File: src/rtl/answer_judge_pkg.sv
// Shared definitions for the 1P digit game: the controller state encoding and the default timing constants.
// Latency: none (package only).
// Backpressure: none (package only).
package answer_judge_pkg;

    // Controller state encoding, 2 bits wide. The READY digit generator and
    // the display block decode these same values.
    typedef enum logic [1:0] {
        ST_IDLE   = 2'd0,
        ST_INPUT  = 2'd1,
        ST_JUDGE  = 2'd2,
        ST_RESULT = 2'd3
    } state_e;

    localparam int CYC_PER_SEC_DEF = 50_000_000;  // core clocks per 1 s countdown tick
    localparam int TIME_LIMIT_DEF  = 9;           // seconds allowed per guess
    localparam int MAX_DIGIT_DEF   = 9;           // largest enterable digit

endpackage

File: src/rtl/answer_judge_sec_tick.sv
// Seconds prescaler: counts 0..CYC_PER_SEC-1 while enabled and flags the last count as a tick.
// Latency: tick is combinational from the registered count, so it is high for the whole last cycle of each second.
// Backpressure: none. clr overrides en; the count holds while en is low.
// Ports: clk, rst_n (async active-low), clr (sync clear), en (count enable), tick (end-of-second strobe).
module answer_judge_sec_tick #(
    parameter int CYC_PER_SEC = 10
) (
    input  logic clk,
    input  logic rst_n,
    input  logic clr,
    input  logic en,
    output logic tick
);

    localparam int            CNT_W = (CYC_PER_SEC > 1) ? $clog2(CYC_PER_SEC) : 1;
    localparam logic [CNT_W-1:0] LAST = CNT_W'(CYC_PER_SEC - 1);

    logic [CNT_W-1:0] cnt_q;
    logic [CNT_W-1:0] cnt_d;

    assign tick = en && (cnt_q == LAST);

    always_comb begin
        cnt_d = cnt_q;
        if (clr) begin
            cnt_d = '0;
        end else if (en) begin
            cnt_d = (cnt_q == LAST) ? '0 : cnt_q + 1'b1;
        end
    end

    always_ff @(posedge clk or negedge rst_n) begin
        if (!rst_n) begin
            cnt_q <= '0;
        end else begin
            cnt_q <= cnt_d;
        end
    end

endmodule

File: src/rtl/answer_judge.sv
// Player-side answer judge: latches the target digit at START, takes a guess via UP/DOWN/ENTER under a countdown, reports CORRECT/WRONG/TIMEOUT.
// Latency: ENTER_1P sampled on edge N -> JUDGE; result flag and DONE are visible after edge N+1. All outputs are registered.
// Backpressure: none. Button pulses are consumed in the cycle they arrive; START_1P is ignored while BUSY.
// Ports: CLK, RST (async active-low); START_1P/TARGET begin a round; UP_1P/DOWN_1P/ENTER_1P edit and submit the guess;
//        GUESS, TIME_LEFT, BUSY, CORRECT, WRONG, TIMEOUT, DONE report state to the controller and the display.
module answer_judge
    import answer_judge_pkg::*;
#(
    parameter int CYC_PER_SEC = CYC_PER_SEC_DEF,
    parameter int TIME_LIMIT  = TIME_LIMIT_DEF,
    parameter int MAX_DIGIT   = MAX_DIGIT_DEF
) (
    input  logic       CLK,
    input  logic       RST,
    input  logic       START_1P,
    input  logic [3:0] TARGET,
    input  logic       UP_1P,
    input  logic       DOWN_1P,
    input  logic       ENTER_1P,
    output logic [3:0] GUESS,
    output logic [3:0] TIME_LEFT,
    output logic       BUSY,
    output logic       CORRECT,
    output logic       WRONG,
    output logic       TIMEOUT,
    output logic       DONE
);

    localparam logic [3:0] TIME_INIT = 4'(TIME_LIMIT);
    localparam logic [3:0] DIGIT_MAX = 4'(MAX_DIGIT);

    state_e     state_q,   state_d;
    logic [3:0] target_q,  target_d;
    logic [3:0] guess_q,   guess_d;
    logic [3:0] time_q,    time_d;
    logic       busy_q,    busy_d;
    logic       correct_q, correct_d;
    logic       wrong_q,   wrong_d;
    logic       timeout_q, timeout_d;
    logic       done_q,    done_d;

    logic start_round;
    logic sec_tick;
    logic last_tick;

    // A round can only be (re)started from IDLE or RESULT.
    assign start_round = START_1P && ((state_q == ST_IDLE) || (state_q == ST_RESULT));
    assign last_tick   = sec_tick && (time_q <= 4'd1);

    answer_judge_sec_tick #(
        .CYC_PER_SEC (CYC_PER_SEC)
    ) u_sec_tick (
        .clk   (CLK),
        .rst_n (RST),
        .clr   (start_round),
        .en    (state_q == ST_INPUT),
        .tick  (sec_tick)
    );

    always_comb begin
        state_d   = state_q;
        target_d  = target_q;
        guess_d   = guess_q;
        time_d    = time_q;
        busy_d    = busy_q;
        correct_d = correct_q;
        wrong_d   = wrong_q;
        timeout_d = timeout_q;
        done_d    = 1'b0;

        case (state_q)
            ST_IDLE, ST_RESULT: begin
                if (start_round) begin
                    state_d   = ST_INPUT;
                    target_d  = TARGET;
                    guess_d   = 4'd0;
                    time_d    = TIME_INIT;
                    busy_d    = 1'b1;
                    correct_d = 1'b0;
                    wrong_d   = 1'b0;
                    timeout_d = 1'b0;
                end
            end

            ST_INPUT: begin
                // The countdown keeps running on the ENTER cycle, so an ENTER
                // that lands on the final tick still shows TIME_LEFT = 0.
                if (sec_tick) begin
                    time_d = last_tick ? 4'd0 : time_q - 4'd1;
                end

                if (ENTER_1P) begin
                    state_d = ST_JUDGE;
                end else if (last_tick) begin
                    state_d   = ST_RESULT;
                    busy_d    = 1'b0;
                    timeout_d = 1'b1;
                    done_d    = 1'b1;
                end else if (UP_1P && !DOWN_1P) begin
                    guess_d = (guess_q == DIGIT_MAX) ? 4'd0 : guess_q + 4'd1;
                end else if (DOWN_1P && !UP_1P) begin
                    guess_d = (guess_q == 4'd0) ? DIGIT_MAX : guess_q - 4'd1;
                end
            end

            ST_JUDGE: begin
                // Out-of-range targets are compared as-is and so never match.
                state_d   = ST_RESULT;
                busy_d    = 1'b0;
                correct_d = (guess_q == target_q);
                wrong_d   = (guess_q != target_q);
                done_d    = 1'b1;
            end

            default: begin
                state_d = ST_IDLE;
            end
        endcase
    end

    always_ff @(posedge CLK or negedge RST) begin
        if (!RST) begin
            state_q   <= ST_IDLE;
            target_q  <= 4'd0;
            guess_q   <= 4'd0;
            time_q    <= 4'd0;
            busy_q    <= 1'b0;
            correct_q <= 1'b0;
            wrong_q   <= 1'b0;
            timeout_q <= 1'b0;
            done_q    <= 1'b0;
        end else begin
            state_q   <= state_d;
            target_q  <= target_d;
            guess_q   <= guess_d;
            time_q    <= time_d;
            busy_q    <= busy_d;
            correct_q <= correct_d;
            wrong_q   <= wrong_d;
            timeout_q <= timeout_d;
            done_q    <= done_d;
        end
    end

    assign GUESS     = guess_q;
    assign TIME_LEFT = time_q;
    assign BUSY      = busy_q;
    assign CORRECT   = correct_q;
    assign WRONG     = wrong_q;
    assign TIMEOUT   = timeout_q;
    assign DONE      = done_q;

endmodule

File: config.mk
export PLATFORM = sky130hd
export DESIGN_NAME = answer_judge
export DESIGN_NICKNAME = d
export VERILOG_FILES = /design/src/rtl/answer_judge_pkg.sv /design/src/rtl/answer_judge_sec_tick.sv /design/src/rtl/answer_judge.sv
export SDC_FILE = /design/constraint.sdc
export NUM_CORES = 1
export LEC_CHECK = 0
export ABC_AREA = 1
export CORE_MARGIN = 10
export CORE_UTILIZATION = 53
export CTS_CLUSTER_DIAMETER = 40
export DETAILED_ROUTE_END_ITERATION = 7
export PLACE_DENSITY = 0.76
export SLEW_MARGIN = 15
export SYNTH_ARGS = -nofsm -noshare
export SYNTH_HDL_FRONTEND = slang
export SYNTH_HIERARCHICAL = 1
export SYNTH_SLANG_ARGS = --single-unit
File: constraint.sdc
create_clock -name CLK -period 1.9 [get_ports CLK]
set_clock_uncertainty 0.1 [all_clocks]
set_input_delay 0.38 -clock CLK [delete_from_list [all_inputs] [get_ports CLK]]
set_output_delay 0.38 -clock CLK [all_outputs]
set_load 0.01 [all_outputs]
==> results.md <==
* Post-synth ARST share at 1.00
* Main flop type after synthesis: dfrtp_1
* Total CTS buffers at 5
* Leak at 0.00183 µW
* Share of power burned in registers at 0.312
* Clock transition at path regs at 0.08 ns
* Starting Density at 0.551
* Psw at 1850 µW
* Final Net Count at 507
* Core box area at 5140 µm²
* Post-Syn Instances at 411
* Syn avg cell area at 6.89 µm²
* Clk pwr share at 0.162
* Post-DP HPWL at 5.01 mm
* Largest cells by area after synthesis: dfrtp_1 40%, nand2_1 17%, nor2_1 8.2%, inv_1 7.3%, nand3_1 5.3%
* Fillers at 422
* Multi-input logic area at 1570 µm²
* Die area at 8660 µm²
* Worst-margin pin slew at 0.577 ns
* Delay-heaviest family, CP: simple AND/OR/NAND/NOR gates
* CP arrival at 2.11 ns
* Routed vias at 2838
* Crit share post-route at 1.03
* Worst R2R Path Depth at 15
* Top-area cell type share of the netlist area at 0.398
* Setup WS post-layout at -0.0609 ns
* Synthesized Nets at 426
* Most common cell in the netlist: nand2_1
* Synthesized flop and latch total at 45
* Reg2reg end: GUESS[2]
* CP dominant cell by count: nor2_4
* Hold Slack at 0.0476 ns
* Initial antenna violation count at 0
* Total GRT Usage at 0.169
* DRC marker count from the first detailed-route iteration at 184
* R2R setup slack at -0.06 ns
* RR Startpoint: u_sec_tick/cnt_q[0]
* Max stage delay cell, worst path: dfrtp_1
* Switching power share of the total at 0.424
* Remaining antenna violation count at 0
* DRT Wirelength at 7.14 mm
* Status: finished with violations
* Area leader, netlist: dfrtp_1
* Worst vdd ir at 0.827 mV
* M1 GR Usage at 0.191
* Sink Count at 45
* Hold Crit Class: input pin to async pin
* Final slew viol count at 0
* Worst setup SP type: flip-flop
* CP endpoint kind: flip-flop
* Global-route wire length before repair at 12.2 mm
* Comb pwr share at 0.526
* Share of cells above drive strength 1 at 0.258
* Post-synth top cells: 128 x nand2_1, 62 x nor2_1, 55 x inv_1
* Failing checks: setup timing
* # diodes at 0
* Vias per std cell at 5.05
* Die height at 93.1 µm
* WL/cell at 12.7 µm
* Setup_tns at -0.376 ns
* CTS max path bufs at 2
* Crit path largest cell delay at 0.38 ns
* Global route overflow at 0
* Sequential area share after synthesis at 0.398
* Htree depth at 2
* Reg area at 1130 µm²
* Pwr Density at 1160 nW/µm²
* Vias in the first global route at 2910
* Fin. Hold Viols at 0
* Grt peak-use layer: met2
* CP cell instances: ha_2, nand2_2, nor2_4, nand2_4, nor2_4, nand2_2, nor2_4, inv_2, nor2_4, nand3_4, nor2_4, inv_2, nand2_4, nand2_2, nand2_2
* Global Route met2 Usage at 0.284
* Largest net degree at the start of global routing at 46
* Met3 Use GR at 0.0504
* Root Buffer: clkbuf_8
* Worst Path Buf+Inv at 2
* Yosys Warn Count at 6
* Required @ worst endpoint at 2.04 ns
* Crit path kind: flip-flop to flip-flop
* DRC violations left at 0
* Top-level I/O count at 23
* Max FO, Critical Path at 4
* Slew margin rel. at 0.615
* Clk_lat worst skew at 0.30 ns
* Area Overhead vs Synth at 32.6%
* CTS tree: built
* FMAX at 0.510 GHz
* Number of synthesized flops with an enable pin at 0
* Port Buf Inserts at 22
* DRT Pass-1 Iters at 4
* Die W at 93.1 µm
* Mapped Area at 2830 µm²
* Max cap viols at 0
* Unique masters post-synth at 29
* Final setup viols at 11
* Row count at 26
* GP Congestion at 0.947
* Int Power at 2510 µW
* Unrepaired setup endpoints after global routing: yes
* Min Tclk post-route at 1.96 ns
[layout by cell type, fill, tap and decap left out, types with 2 or more instances in the layout]
cell,instances
nand2_2,13
a21oi_2,2
inv_1,50
o21ai_1,2
ha_1,3
nand4_1,10
clkdlybuf4s50_1,21
inv_2,7
dfrtp_1,42
nor2_1,53
nand2_4,3
nand3_1,28
nand2_1,119
o21ai_0,9
nor2_2,20
nor2_4,6
a21oi_1,7
nor3_2,2
o21ai_2,2
buf_4,55
xor2_1,12
dfrtp_2,3
nor3_1,3
clkbuf_8,5
[sequential cells by signal, indices dropped and copies added (netlist names)]
signal and count:
WRONG 1, GUESS 4, CORRECT 1, target_q 4
state_q 2, DONE 1, TIME_LEFT 4, TIMEOUT 1
u_sec_tick/cnt_q 26, BUSY 1
[final cells by class]
type | count | area share
clock buffers | 5 | 0.0183
clock inverters | 2 | 0.00933
inverters | 58 | 0.0600
multi-input cells | 304 | 0.418
flip-flops and latches | 45 | 0.301
well taps | 70 | 0.0233
repair buffers | 78 | 0.170
[power by group through the flow]
stage / clock, µW / sequential [µW] / combinational [µW]
3_5_place_dp: 0 / 1350 / 2100
5_1_grt: 758 / 1390 / 2590
2_1_floorplan: 0 / 1370 / 1330
4_1_cts: 727 / 1340 / 2150
3_3_place_gp: 0 / 1350 / 2060
6_report: 705 / 1360 / 2290
[logic make-up after synthesis]
group | Yosys count | share of synthesized area
AND/OR/NAND/NOR | 262 | 0.403
buffers and inverters | 62 | 0.0906
flip-flops | 45 | 0.398
AO/OA/AOI/OAI | 25 | 0.0495
XOR/XNOR | 12 | 0.0371
adder cells (fa/ha/maj) | 5 | 0.0221
[worst max path at each step]
stage,startpoint,endpoint,slack [ns],cells past startpoint
finish,u_sec_tick/cnt_q[0],GUESS[2],-0.06,15
global route,u_sec_tick/cnt_q[0],GUESS[1],-0.20,15
CTS,u_sec_tick/cnt_q[1],TIME_LEFT[0],-0.03,13
detailed placement,u_sec_tick/cnt_q[0],GUESS[1],-0.15,15
floorplan,u_sec_tick/cnt_q[0],GUESS[3],-0.01,15
global placement,START_1P,u_sec_tick/cnt_q[24],-0.08,11
[what timing repair did]
item	in CTS	in global routing
pin swaps	5	12
setup buffers	2	5
setup endpoints to repair	11	37
cloned	0	0
resized for setup	9	32
hold buffers	0	0
[metrics by stage]
step / setup WS (ns) / instance area [µm²] / utilization / instances / total power (µW)
after floorplan: -0.0149 / 2850 / - / 411 / 2700
after global placement: -0.0775 / 3480 / 0.678 / 548 / 3420
after detailed placement: -0.151 / 3480 / 0.678 / 548 / 3460
after CTS: -0.0291 / 3630 / 0.705 / 557 / 4220
after global routing: -0.197 / 3750 / 0.730 / 562 / 4730
final: -0.0609 / 3750 / 0.730 / 562 / 4360
[metal layers]
metal | part of all wire | vias up | wire (µm)
met4 | 0.018 | 0 | 129
met5 | 0 | - | 0
met3 | 0.055 | 14 | 392
met1 | 0.42 | 1315 | 3030
met2 | 0.50 | 77 | 3600
li1 | - | 1432 | -
(Power assumes the default switching activity.)
